--- src/rtl/pipe_pkg.sv ---
// Shared types and constants for the MEM pipeline stage: access FSM states,
// datapath widths and the fill word returned by an aborted access.
package pipe_pkg;
  localparam int DATA_W     = 32;
  localparam int REG_ADDR_W = 5;

  localparam logic [DATA_W-1:0] TIMEOUT_FILL = 32'hDEADBEEF;

  typedef enum logic [1:0] {
    IDLE = 2'd0,
    REQ  = 2'd1,
    RESP = 2'd2
  } mem_state_t;
endpackage

--- src/rtl/dmem_handshake.sv ---
// Data-memory request FSM: latches one access, holds req until ready, buffers the
// load data. Optional DMEM_TIMEOUT_EN adds an abort counter and sticky err.
module dmem_handshake
  import pipe_pkg::*;
#(
  parameter int TIMEOUT_CYCLES = 255
) (
  input  logic              clk,
  input  logic              rst,
  input  logic              memop,
  input  logic              is_store,
  input  logic [DATA_W-1:0] addr,
  input  logic [DATA_W-1:0] wdata,
  input  logic              dmem_ready,
  input  logic [DATA_W-1:0] dmem_rdata,
  output logic              dmem_req,
  output logic              dmem_we,
  output logic [DATA_W-1:0] dmem_addr,
  output logic [DATA_W-1:0] dmem_wdata,
  output logic              stall,
  output logic [DATA_W-1:0] load_buf,
  output logic              err
);

  mem_state_t        state_reg, state_next;
  logic              req_reg, we_reg;
  logic [DATA_W-1:0] addr_reg, wdata_reg, buf_reg;
  logic              timeout;
  logic              done;

`ifdef DMEM_TIMEOUT_EN
  localparam int CNT_W = $clog2(TIMEOUT_CYCLES + 1);
  localparam logic [CNT_W-1:0] CNT_LAST = CNT_W'(TIMEOUT_CYCLES - 1);

  logic [CNT_W-1:0] cnt_reg;
  logic             err_reg;

  // The abort fires on the cycle the counter would reach TIMEOUT_CYCLES,
  // so req is high for exactly TIMEOUT_CYCLES cycles.
  assign timeout = (state_reg == REQ) && !dmem_ready && (cnt_reg == CNT_LAST);

  always_ff @(posedge clk) begin
    if (rst) begin
      cnt_reg <= '0;
      err_reg <= 1'b0;
    end else begin
      if (state_reg == REQ && !dmem_ready && !timeout) cnt_reg <= cnt_reg + 1'b1;
      else                                             cnt_reg <= '0;
      if (timeout) err_reg <= 1'b1;
    end
  end

  assign err = err_reg;
`else
  assign timeout = 1'b0;
  assign err     = 1'b0;
`endif

  assign done = (state_reg == REQ) && (dmem_ready || timeout);

  always_ff @(posedge clk) begin
    if (rst) state_reg <= IDLE;
    else     state_reg <= state_next;
  end

  always_comb begin
    state_next = state_reg;
    stall      = 1'b0;
    case (state_reg)
      IDLE: begin
        if (memop) begin
          stall      = 1'b1;
          state_next = REQ;
        end
      end
      REQ: begin
        stall = 1'b1;
        if (done) state_next = RESP;
      end
      RESP:    state_next = IDLE;
      default: state_next = IDLE;
    endcase
  end

  always_ff @(posedge clk) begin
    if (rst) begin
      req_reg   <= 1'b0;
      we_reg    <= 1'b0;
      addr_reg  <= '0;
      wdata_reg <= '0;
      buf_reg   <= '0;
    end else begin
      if (state_reg == IDLE && memop) begin
        req_reg   <= 1'b1;
        we_reg    <= is_store;
        addr_reg  <= addr;
        wdata_reg <= wdata;
      end else if (done) begin
        req_reg <= 1'b0;
      end
      if (state_reg == REQ) begin
        if (dmem_ready)   buf_reg <= dmem_rdata;
        else if (timeout) buf_reg <= TIMEOUT_FILL;
      end
    end
  end

  assign dmem_req   = req_reg;
  assign dmem_we    = we_reg;
  assign dmem_addr  = addr_reg;
  assign dmem_wdata = wdata_reg;
  assign load_buf   = buf_reg;

endmodule

--- src/rtl/mem_stage_ctrl.sv ---
// MEM pipeline stage: data-memory access control, MEM/WB register and branch
// redirect. DMEM_TIMEOUT_EN enables the access-abort timeout and err flag.
module mem_stage_ctrl
  import pipe_pkg::*;
#(
  parameter int TIMEOUT_CYCLES = 255
) (
  input  logic                  clk,
  input  logic                  rst,
  input  logic [DATA_W-1:0]     pc_branch_MEM,
  input  logic                  zero_MEM,
  input  logic [DATA_W-1:0]     alu_MEM,
  input  logic [DATA_W-1:0]     writedata_MEM,
  input  logic [REG_ADDR_W-1:0] rd_MEM,
  input  logic                  branch_MEM,
  input  logic                  memread_MEM,
  input  logic                  memtoreg_MEM,
  input  logic                  memwrite_MEM,
  input  logic                  regwrite_MEM,
  output logic                  dmem_req,
  output logic                  dmem_we,
  output logic [DATA_W-1:0]     dmem_addr,
  output logic [DATA_W-1:0]     dmem_wdata,
  input  logic                  dmem_ready,
  input  logic [DATA_W-1:0]     dmem_rdata,
  output logic                  stall,
  output logic                  pcsrc,
  output logic [DATA_W-1:0]     pc_target,
  output logic [DATA_W-1:0]     readdata_WB,
  output logic [DATA_W-1:0]     alu_WB,
  output logic [REG_ADDR_W-1:0] rd_WB,
  output logic                  memtoreg_WB,
  output logic                  regwrite_WB,
  output logic                  err
);

  logic              memop, is_load;
  logic [DATA_W-1:0] load_buf;

  // A simultaneous read+write request is handled as a store.
  assign memop   = memread_MEM | memwrite_MEM;
  assign is_load = memread_MEM & ~memwrite_MEM;

  assign pcsrc     = branch_MEM & zero_MEM;
  assign pc_target = pc_branch_MEM;

  dmem_handshake #(
    .TIMEOUT_CYCLES(TIMEOUT_CYCLES)
  ) u_hs (
    .clk       (clk),
    .rst       (rst),
    .memop     (memop),
    .is_store  (memwrite_MEM),
    .addr      (alu_MEM),
    .wdata     (writedata_MEM),
    .dmem_ready(dmem_ready),
    .dmem_rdata(dmem_rdata),
    .dmem_req  (dmem_req),
    .dmem_we   (dmem_we),
    .dmem_addr (dmem_addr),
    .dmem_wdata(dmem_wdata),
    .stall     (stall),
    .load_buf  (load_buf),
    .err       (err)
  );

  // Stalled edges insert a bubble: control cleared so WB never writes twice.
  always_ff @(posedge clk) begin
    if (rst) begin
      readdata_WB <= '0;
      alu_WB      <= '0;
      rd_WB       <= '0;
      memtoreg_WB <= 1'b0;
      regwrite_WB <= 1'b0;
    end else if (!stall) begin
      readdata_WB <= is_load ? load_buf : '0;
      alu_WB      <= alu_MEM;
      rd_WB       <= rd_MEM;
      memtoreg_WB <= memtoreg_MEM;
      regwrite_WB <= regwrite_MEM;
    end else begin
      memtoreg_WB <= 1'b0;
      regwrite_WB <= 1'b0;
    end
  end

endmodule

--- config.mk ---
export PLATFORM = sky130hd
export DESIGN_NAME = mem_stage_ctrl
export DESIGN_NICKNAME = d
export VERILOG_FILES = /design/src/rtl/pipe_pkg.sv /design/src/rtl/dmem_handshake.sv /design/src/rtl/mem_stage_ctrl.sv
export SDC_FILE = /design/constraint.sdc
export NUM_CORES = 1
export LEC_CHECK = 0
export CAP_MARGIN = 20
export CORE_ASPECT_RATIO = 1.5
export CORE_UTILIZATION = 40
export DETAILED_ROUTE_END_ITERATION = 12
export GPL_TIMING_DRIVEN = 0
export PLACE_DENSITY_LB_ADDON = 0.15
export SETUP_SLACK_MARGIN = 0.2
export SLEW_MARGIN = 25
export SYNTH_ARGS = -nofsm -noshare
export SYNTH_HDL_FRONTEND = slang
export SYNTH_HIERARCHICAL = 1
export SYNTH_SLANG_ARGS = --single-unit
export TNS_END_PERCENT = 10
--- constraint.sdc ---
create_clock -name clk -period 4.3 [get_ports clk]
set_clock_uncertainty 0.05 [all_clocks]
set_input_delay 1.29 -clock clk [delete_from_list [all_inputs] [get_ports clk]]
set_output_delay 1.29 -clock clk [all_outputs]
set_load 0.01 [all_outputs]
==> Flow_metrics.wiki <==
{| class="wikitable"
! Metric !! Value
|-
| Total setup violations reported at the end of the flow || 0
|-
| Total GRT Usage || 22.4%
|-
| Routed wire per std cell || 15.2 um
|-
| Top cells by area in the synthesized netlist || sky130_fd_sc_hd__dfxtp_1 52%, sky130_fd_sc_hd__nand2_1 13%, sky130_fd_sc_hd__a21oi_1 9.9%
|-
| Setup CP Type || in -> out
|-
| Most instantiated library cell after synthesis || sky130_fd_sc_hd__nand2_1
|-
| Relative contribution of sequential cells to total power || 43.6%
|-
| Maximum fanout encountered on the critical timing path || 10
|-
| Root Buffer || sky130_fd_sc_hd__clkbuf_16
|-
| Wire length of the first global-routing pass || 29600 um
|-
| Die width || 107 um
|-
| Net switching power figure || 982 uW
|-
| Result of the run || completed
|-
| Share of the clock period used by the worst path after layout || 92.8%
|-
| Proportion of layout cells with a drive suffix above 1 || 9.68%
|-
| Critical path, cell by cell || dlygate4sd2_1 > clkbuf_4 > or2_2 > nor2_1 > nor2_2 > dlygate4sd2_1
|-
| Top-level port count || 314
|-
| Transition time at the pin with the least slew margin || 0.713 ns
|-
| Number of buffers created by CTS || 17
|-
| Buf/Inv on CP || 3
|-
| Post-synthesis sequential element count || 171
|-
| Synth top area share || 52.2%
|-
| Antenna Diode Count || 0
|-
| Hold Path Origin || readdata_WB[25]$_SDFFE_PP0N_
|-
| Reg-to-Reg End || alu_WB[3]$_SDFFE_PP0N_
|-
| Syn nets || 884
|-
| Nature of the critical path startpoint || input port
|-
| Sequential element share of the synthesized area || 52.2%
|-
| Arrival time reported for the critical path endpoint || 2.65 ns
|-
| Depth of the worst register-to-register path || 8
|-
| Clock Latency Late Sink || 0.42 ns
|-
| Final RePlAce weighted congestion || 0.791
|-
| Cell type with the highest aggregate area in the netlist || sky130_fd_sc_hd__dfxtp_1
|-
| Overall routed net length || 19100 um
|-
| Pins Over Slew Limit || 0
|-
| Most used flip-flop cell after synthesis || sky130_fd_sc_hd__dfxtp_1
|-
| Layout area overhead || 55.7%
|-
| Post-DP HPWL || 14500 um
|-
| Category of cells accounting for the largest share of critical-path delay || buffers and inverters
|-
| Starting Density || 40.7%
|-
| Pin count of the biggest net entering global routing || 17
|-
| Number of distinct standard cells referenced by the synthesized netlist || 25
|-
| RR Startpoint || u_hs/state_reg[0]$_SDFFE_PP0P_
|-
| Number of standard cells in the layout, taps in and fillers out || 1260
|-
| Die height || 159 um
|-
| Internal power summed over all cells || 2940 uW
|-
| Max Cap Viol || 0
|-
| Worst slack, placed || -0.507 ns
|-
| Worst-case clock buffer depth || 2
|-
| Min Clock Period, post-route || 3.99 ns
|-
| Unrepaired setup endpoints after global routing || no
|-
| Worst hold endpoint || readdata_WB[25]$_SDFFE_PP0N_
|-
| Sort of element at the end of the critical path || primary output
|-
| Combinational Power Share || 17.3%
|-
| Clock group share of total power || 39.0%
|-
| Power density of the placed cells || 384 nW/um2
|-
| Routed vias || 5974
|-
| Number of global-route vias before repair || 5657
|-
| Clock sink total || 171
|-
| Worst path setup slack after routing || 0.308 ns
|-
| # port buffers || 279
|-
| Core utilization of the finished layout || 63.4%
|-
| Maximum clock frequency || 251 MHz
|-
| Post-synth EDFFs || 0
|-
| Tot Pwr || 3920 uW
|-
| Die footprint || 16900 um2
|-
| Largest voltage drop on the vdd net || 243 uV
|-
| CTS tree || built
|-
| Library cell contributing the largest single delay on the critical path || sky130_fd_sc_hd__or2_2
|-
| Sw Share || 25.0%
|-
| Worst stage delay on the critical path || 0.34 ns
|-
| Cells on Worst Hold Path || 2
|-
| Total number of nets in the final design || 1183
|-
| Number of violations reported at the end of detailed-routing iteration 0 || 191
|-
| Gate count of the mapped netlist || 742
|-
| Post-Synthesis Mean Instance Area || 8.84 um2
|-
| First drt pass iteration count || 7
|-
| Worst hold path type || reg -> reg
|-
| Ys async rst share || 0%
|-
| Overflow after GRT || 0
|-
| Number of DRC violations after detailed routing || 0
|-
| Cell total after placement || 1227
|-
| Leakage Power || 0.00400 uW
|-
| Initial antenna violation count || 0
|-
| Dominant cell type by count on the critical path || sky130_fd_sc_hd__dlygate4sd2_1
|-
| H-tree lvl count || 4
|-
| Required time reported for the critical path endpoint || 2.96 ns
|-
| Post-synthesis cell area || 6560 um2
|-
| Most numerous cell types in the synthesized netlist || 226 x sky130_fd_sc_hd__nand2_1, 171 x sky130_fd_sc_hd__dfxtp_1, 130 x sky130_fd_sc_hd__a21oi_1
|-
| Aggregate negative setup slack || 0 ns
|-
| Setup slack on the worst flop-to-flop path || 2.69 ns
|-
| Clk pin slew, worst setup/hold paths || 0.06 ns
|-
| Standard-cell rows || 57
|-
| Ratio of routed vias to standard cells || 4.74
|-
| Count of nets left with antenna violations after detail routing || 0
|-
| Headroom to the max-slew limit || 52.5%
|-
| Core region area || 16100 um2
|-
| Number of warnings reported in the yosys synthesis log || 6
|-
| Final hold violation count || 0
|}
[power groups by stage]
stage                     clock network [uW]  logic (uW)  registers (uW)
after floorplan                            0         291            1780
after global placement                     0         678            1740
after detailed placement                   0         683            1750
after CTS                               1560         687            1710
after global routing                    1630         733            1720
final                                   1530         680            1710
[timing repair]
| action | in CTS | in global routing |
|---|---|---|
| endpoints found under the setup margin | 1 | 0 |
| hold buffers | 0 | 0 |
| gates resized for setup | 7 | 0 |
| buffers inserted | 1 | 0 |
[stage by stage]
stage	cell area, um2	hold WS, ns
2_1_floorplan	6560	0.386
3_3_place_gp	9610	0.391
3_5_place_dp	9610	0.395
4_1_cts	10200	0.404
5_1_grt	10200	0.414
6_report	10200	0.401
[kinds of logic (layout without fill, tap and decap cells)]
logic type	after synthesis	count (layout)	share of synthesized area, %
AND/OR/NAND/NOR	308	308	21.9
flip-flops	171	171	52.2
AO/OA/AOI/OAI	132	132	10.1
buffers and inverters	92	404	9.96
multiplexers	38	38	5.80
other	1	1	0.0572
[worst min-delay path: stages, from the launching register on]
cell and delay [ns]:
sky130_fd_sc_hd__dfxtp_1 0.31, sky130_fd_sc_hd__nand2_1 0.05, sky130_fd_sc_hd__a21oi_1 0.05
[how the worst max path moves through the flow]
stage                 startpoint    end  slack (ns)  cells after the start
floorplan           memwrite_MEM  stall         1.0                      4
global placement    memwrite_MEM  stall       -0.50                      6
detailed placement  memwrite_MEM  stall       -0.51                      6
CTS                 memwrite_MEM  stall        0.30                      6
global route        memwrite_MEM  stall        0.22                      6
finish              memwrite_MEM  stall        0.31                      6
[layout by cell type (no fill, tap or decap), types with 2 or more instances in the layout]
master                            synthesis  final
sky130_fd_sc_hd__buf_12                   4      4
sky130_fd_sc_hd__clkinvlp_4               0      4
sky130_fd_sc_hd__a21oi_1                130    130
sky130_fd_sc_hd__dlygate4sd2_1            0      3
sky130_fd_sc_hd__clkbuf_8                 1      3
sky130_fd_sc_hd__bufinv_16                0      2
sky130_fd_sc_hd__inv_6                    0      3
sky130_fd_sc_hd__buf_4                   38     40
sky130_fd_sc_hd__buf_2                   12     11
sky130_fd_sc_hd__mux2i_1                 38     38
sky130_fd_sc_hd__clkinv_2                 0      3
sky130_fd_sc_hd__clkdlybuf4s50_1          0    276
sky130_fd_sc_hd__nand4bb_1               32     32
sky130_fd_sc_hd__clkbuf_1                26     25
sky130_fd_sc_hd__dfxtp_1                171    171
sky130_fd_sc_hd__clkbuf_16                0     17
sky130_fd_sc_hd__buf_6                   10     10
sky130_fd_sc_hd__nor3b_1                  2      2
sky130_fd_sc_hd__nand2_1                226    226
sky130_fd_sc_hd__nor2_1                  40     39
[area by class of cell]
class	instances	area [um2]
sequential	171	3420
clock inverter	13	140
tap	206	258
buffer	91	656
inverter	1	3.75
multi-input combinational	479	2480
clock buffer	19	453
timing repair buffer	280	2800
fill	1468	5900
[metal layers]
| layer | wire length [um] | GRT usage, % | vias to the layer above |
|---|---|---|---|
| li1 | - | - | 3003 |
| met1 | 7370 | 24.4 | 2724 |
| met2 | 10100 | 41.3 | 222 |
| met3 | 1290 | 5.71 | 25 |
| met4 | 350 | 7.29 | 0 |
| met5 | 0 | 0 | - |
Note: power is estimated with default switching activity, not from simulation.
==> variant 1 (same settings) <==
The package constant `REG_ADDR_W` goes from 5 to 4.
--- a/src/rtl/pipe_pkg.sv
+++ b/src/rtl/pipe_pkg.sv
@@ -4,3 +4,3 @@
   localparam int DATA_W     = 32;
-  localparam int REG_ADDR_W = 5;
+  localparam int REG_ADDR_W = 4;
 
Ports: changed (resized rd_MEM and rd_WB); port bits go from 314 to 312. The function was not compared with the original's and may differ.
==> variant 1 against the unedited design <==
- global-route usage shrank 0.57 points
- first-iteration DRC count grew 3.1%
- cell count shrank 0.79%
- synthesized area shrank 0.38%
- final area shrank 0.84%
- worst setup slack gained 0.054 ns
- via count shrank 1.4%
- routed wire length shrank 2.3%
- power shrank 3.2%
- count of clock-buffer cells in the layout shrank 1
- sequential cell count shrank 1
- fmax grew 1.4%
- highest routed layer unchanged
==> variant 1: results (changes against the unedited design) <==
----------------------------------------------------
[Logic synthesis]
  Synthesized netlist net count ... 880 (-0.45%)
  Sequential area share after synthesis ... 0.521 (-0.00106)
  Commonest cells in the netlist ... 226 x sky130_fd_sc_hd__nand2_1, 170 x sky130_fd_sc_hd__dfxtp_1, 130 x sky130_fd_sc_hd__a21oi_1
  Yosys cell types ... 24 (-4.0%)
  Synthesized instance count ... 739 (-0.40%)
  Biggest area contributors in the synthesized netlist ... sky130_fd_sc_hd__dfxtp_1 52%, sky130_fd_sc_hd__nand2_1 13%, sky130_fd_sc_hd__a21oi_1 10%

[Worst setup path]
  Endpoint of the worst register-to-register path ... alu_WB[17]$_SDFFE_PP0N_
  Timing endpoint of the critical path ... stall
  Arrival time worst endpoint ... 2.60 ns (-0.05 ns)
  Maximum fanout along the worst path ... 10 (unchanged)

[GRT]
  Number of global-route vias before repair ... 5598 (-1.0%)
  Met3 layer usage reported by global route ... 0.0536 (-0.00344)
  Met2 capacity usage during global routing ... 0.411 (-0.00169)
  Met1 Use GR ... 0.233 (-0.0118)
  Wire length of the first global-routing pass ... 28600 microns (-3.3%)
  Total Routing Usage GR ... 0.218 (-0.00571)

[Layout]
  Filler instances ... 1426 (-2.9%)
  Layout cell share with drive strength beyond 1 ... 0.0946 (-0.00222)
  Non-filler cells in the finished layout ... 1250 (-0.79%)
  Finished layout cell area ... 0.0101 sq mm (-0.84%)

[Placement]
  Dpl ws ... -0.484 ns (+0.0233 ns)
  Post-DP Area ... 0.00956 sq mm (-0.51%)
  Number of input and output port buffers inserted ... 277 (-0.72%)
  Estimated wirelength of the detail-placed design ... 14400 microns (-0.84%)
  GPL Wtd Cong ... 0.772 (-2.4%)

[Routing]
  Detailed-route via count ... 5888 (-1.4%)
  Detailed-route wire length per cell ... 14.9 microns (-1.5%)
  Sum of met2 wire segment lengths after detailed routing ... 9970 microns (-1.2%)
  DRC marker count from the first detailed-route iteration ... 197 (+3.1%)
  Iteration count of the initial detailed-routing pass ... 4 (-3)
  Routed length on met1 ... 7130 microns (-3.2%)
  Routed wire length on met3 ... 1200 microns (-7.0%)

[Power]
  Peak VDD IR ... 0.201 mV (-17%)
  Leakage power figure ... 3.95 nW (-1.4%)
  Internal Pwr Total ... 2.84 mW (-3.5%)

[Status]
  Result of the run ... finished clean

[STA]
  Worst Hold Slack ... 0.403 ns (+0.00256 ns)

[CTS]
  Setup fix buffers added after clock tree synthesis ... 0 (-1)

[Hold path]
  Endpoint of the worst hold-timing path ... u_hs/dmem_wdata[31]$_SDFFE_PP0P_
  Launch point of the worst hold path ... u_hs/dmem_wdata[31]$_SDFFE_PP0P_

----------------------------------------------------
-- variant 1: cell count changes after synthesis, sizes merged --
| cell | delta |
|---|---|
| clkbuf | +2 |
| mux2i | -1 |
| nor2 | -1 |
| dfxtp | -1 |
| buf | -2 |
-- variant 1: worst max-delay path: stages --
cell and delay, ns:
sky130_fd_sc_hd__clkdlybuf4s15_2 0.26, sky130_fd_sc_hd__clkbuf_4 0.21, sky130_fd_sc_hd__or2_2 0.34, sky130_fd_sc_hd__nor2_1 0.12, sky130_fd_sc_hd__nor2_2 0.08, sky130_fd_sc_hd__dlygate4sd2_1 0.30
-- variant 1: power by group through the flow --
| stage | sequential (mW) | clock [mW] | combinational, mW |
|---|---|---|---|
| detailed placement | 1.74 | 0 | 0.680 |
| CTS | 1.70 | 1.46 | 0.683 |
| finish | 1.70 | 1.42 | 0.675 |
| global placement | 1.73 | 0 | 0.674 |
| global route | 1.71 | 1.53 | 0.729 |
| floorplan | 1.77 | 0 | 0.292 |
-- variant 1: kinds of logic (layout without fill, tap and decap cells) --
logic type,count (synthesis),after routing,synth area share
multiplexers,37,37,0.0567
other,1,1,0.000574
buffers and inverters,92,400,0.101
AO/OA/AOI/OAI,132,132,0.101
flip-flops,170,170,0.521
AND/OR/NAND/NOR,307,307,0.219
-- variant 1: cell type report --
type | count | share of cell area
plain buffers | 91 | 0.0663
clock buffers | 18 | 0.0424
clock inverters | 13 | 0.0120
inverters | 1 | 0.000371
multi-input cells | 477 | 0.244
flip-flops and latches | 170 | 0.336
well taps | 203 | 0.0251
repair buffers | 277 | 0.274
-- variant 1: repair_timing --
action                     4_1_cts  5_1_grt
gates resized for setup         13        0
setup endpoints to repair        1        0
hold buffers                     0        0
==> variant 2 (config.mk and constraints unchanged) <==
Made on the original files. Put a register stage on the output `err`. The value now appears one clock later. The other outputs are not delayed to match.
--- a/src/rtl/mem_stage_ctrl.sv
+++ b/src/rtl/mem_stage_ctrl.sv
@@ -36,2 +36,4 @@
 
+  logic err_d;
+
   logic              memop, is_load;
@@ -63,3 +65,3 @@
     .load_buf  (load_buf),
-    .err       (err)
+    .err       (err_d)
   );
@@ -86,2 +88,6 @@
 
+  always_ff @(posedge clk) begin
+    err <= err_d;
+  end
+
 endmodule
Function: kept (Yosys induction, for registers that start in step).
==> variant 2 against the unedited design <==
- worst setup slack better by 0.0050 ns
- sequential cell count rose by 1
- routed wire length fell by 1.3%
- hold slack barely moved
- combinational power fell by 0.6%
- synthesized area grew 0.31%
- final area increased by 0.18%
- power rose by 0.60%
- critical path type unchanged
==> variant 2: results (changes against the unedited design) <==
----------------------------------------------------
[Status]
  Result of the run ... finished clean

[GRT]
  Met1 Use GR ... 0.238 (-0.00674)
  Met2 capacity usage during global routing ... 0.401 (-0.0115)
  Total Routing Usage GR ... 0.220 (-0.00374)
  Wire length of the first global-routing pass ... 29100 microns (-1.5%)

[Placement]
  Placed cell count ... 1229 (+0.16%)
  Number of input and output port buffers inserted ... 280 (+0.36%)
  GPL Wtd Cong ... 0.814 (+2.9%)
  Estimated wirelength of the detail-placed design ... 14300 microns (-1.6%)
  Dpl ws ... -0.498 ns (+0.00991 ns)
  Post-DP Area ... 0.00964 sq mm (+0.31%)

[Power]
  Internal Pwr Total ... 2.97 mW (+1.2%)
  Leakage power figure ... 4.00 nW (about the same)

[STA]
  Slew at the pin closest to its max-slew limit ... 0.707 ns (-0.00534 ns)

[Routing]
  Sum of met2 wire segment lengths after detailed routing ... 9760 microns (-3.3%)
  Routed length on met1 ... 7280 microns (-1.2%)
  Iteration count of the initial detailed-routing pass ... 6 (-1)
  Avg Vias per Cell ... 4.69 (-1.1%)

[Logic synthesis]
  Synth Area in Compound Gates ... 0.101 (-0.000308)
  Commonest cells in the netlist ... 226 x sky130_fd_sc_hd__nand2_1, 172 x sky130_fd_sc_hd__dfxtp_1, 130 x sky130_fd_sc_hd__a21oi_1
  Post-synthesis area per instance ... 8.85 sq um (+0.17%)
  Synthesized netlist net count ... 885 (+0.11%)
  Biggest area contributors in the synthesized netlist ... sky130_fd_sc_hd__dfxtp_1 52%, sky130_fd_sc_hd__nand2_1 13%, sky130_fd_sc_hd__a21oi_1 9.9%

[CTS]
  Setup fix buffers added after clock tree synthesis ... 0 (-1)

[Layout]
  Layout cell share with drive strength beyond 1 ... 0.0940 (-0.00276)
  Non-filler cells in the finished layout ... 1259 (-0.079%)

[Hold path]
  Launch point of the worst hold path ... u_hs/dmem_addr[21]$_SDFFE_PP0P_

[Worst setup path]
  Critical Path Start ... memread_MEM

----------------------------------------------------
## variant 2: what timing repair did
action,4_1_cts,5_1_grt
endpoints found under the hold margin,0,0
gates resized for setup,7,3
endpoints found under the setup margin,1,1
## variant 2: cell type report
| class | count | area (sq um) | area share |
|---|---|---|---|
| repair buffers | 280 | 2800 | 0.273 |
| clock buffers | 18 | 429 | 0.0419 |
| flip-flops and latches | 172 | 3440 | 0.336 |
| multi-input cells | 479 | 2480 | 0.243 |
| well taps | 206 | 258 | 0.0252 |
| clock inverters | 12 | 164 | 0.0160 |
| inverters | 1 | 3.75 | 0.000367 |
| plain buffers | 91 | 656 | 0.0641 |
## variant 2: worst paths after layout
path                                          end  slack, ns  cells after the start
setup / recovery                            stall       0.31                      6
hold / removal    u_hs/dmem_addr[21]$_SDFFE_PP0P_       0.40                      2
setup reg to reg            rd_WB[3]$_SDFFE_PP0N_       2.76                      7
hold reg to reg   u_hs/dmem_addr[21]$_SDFFE_PP0P_       0.40                      2
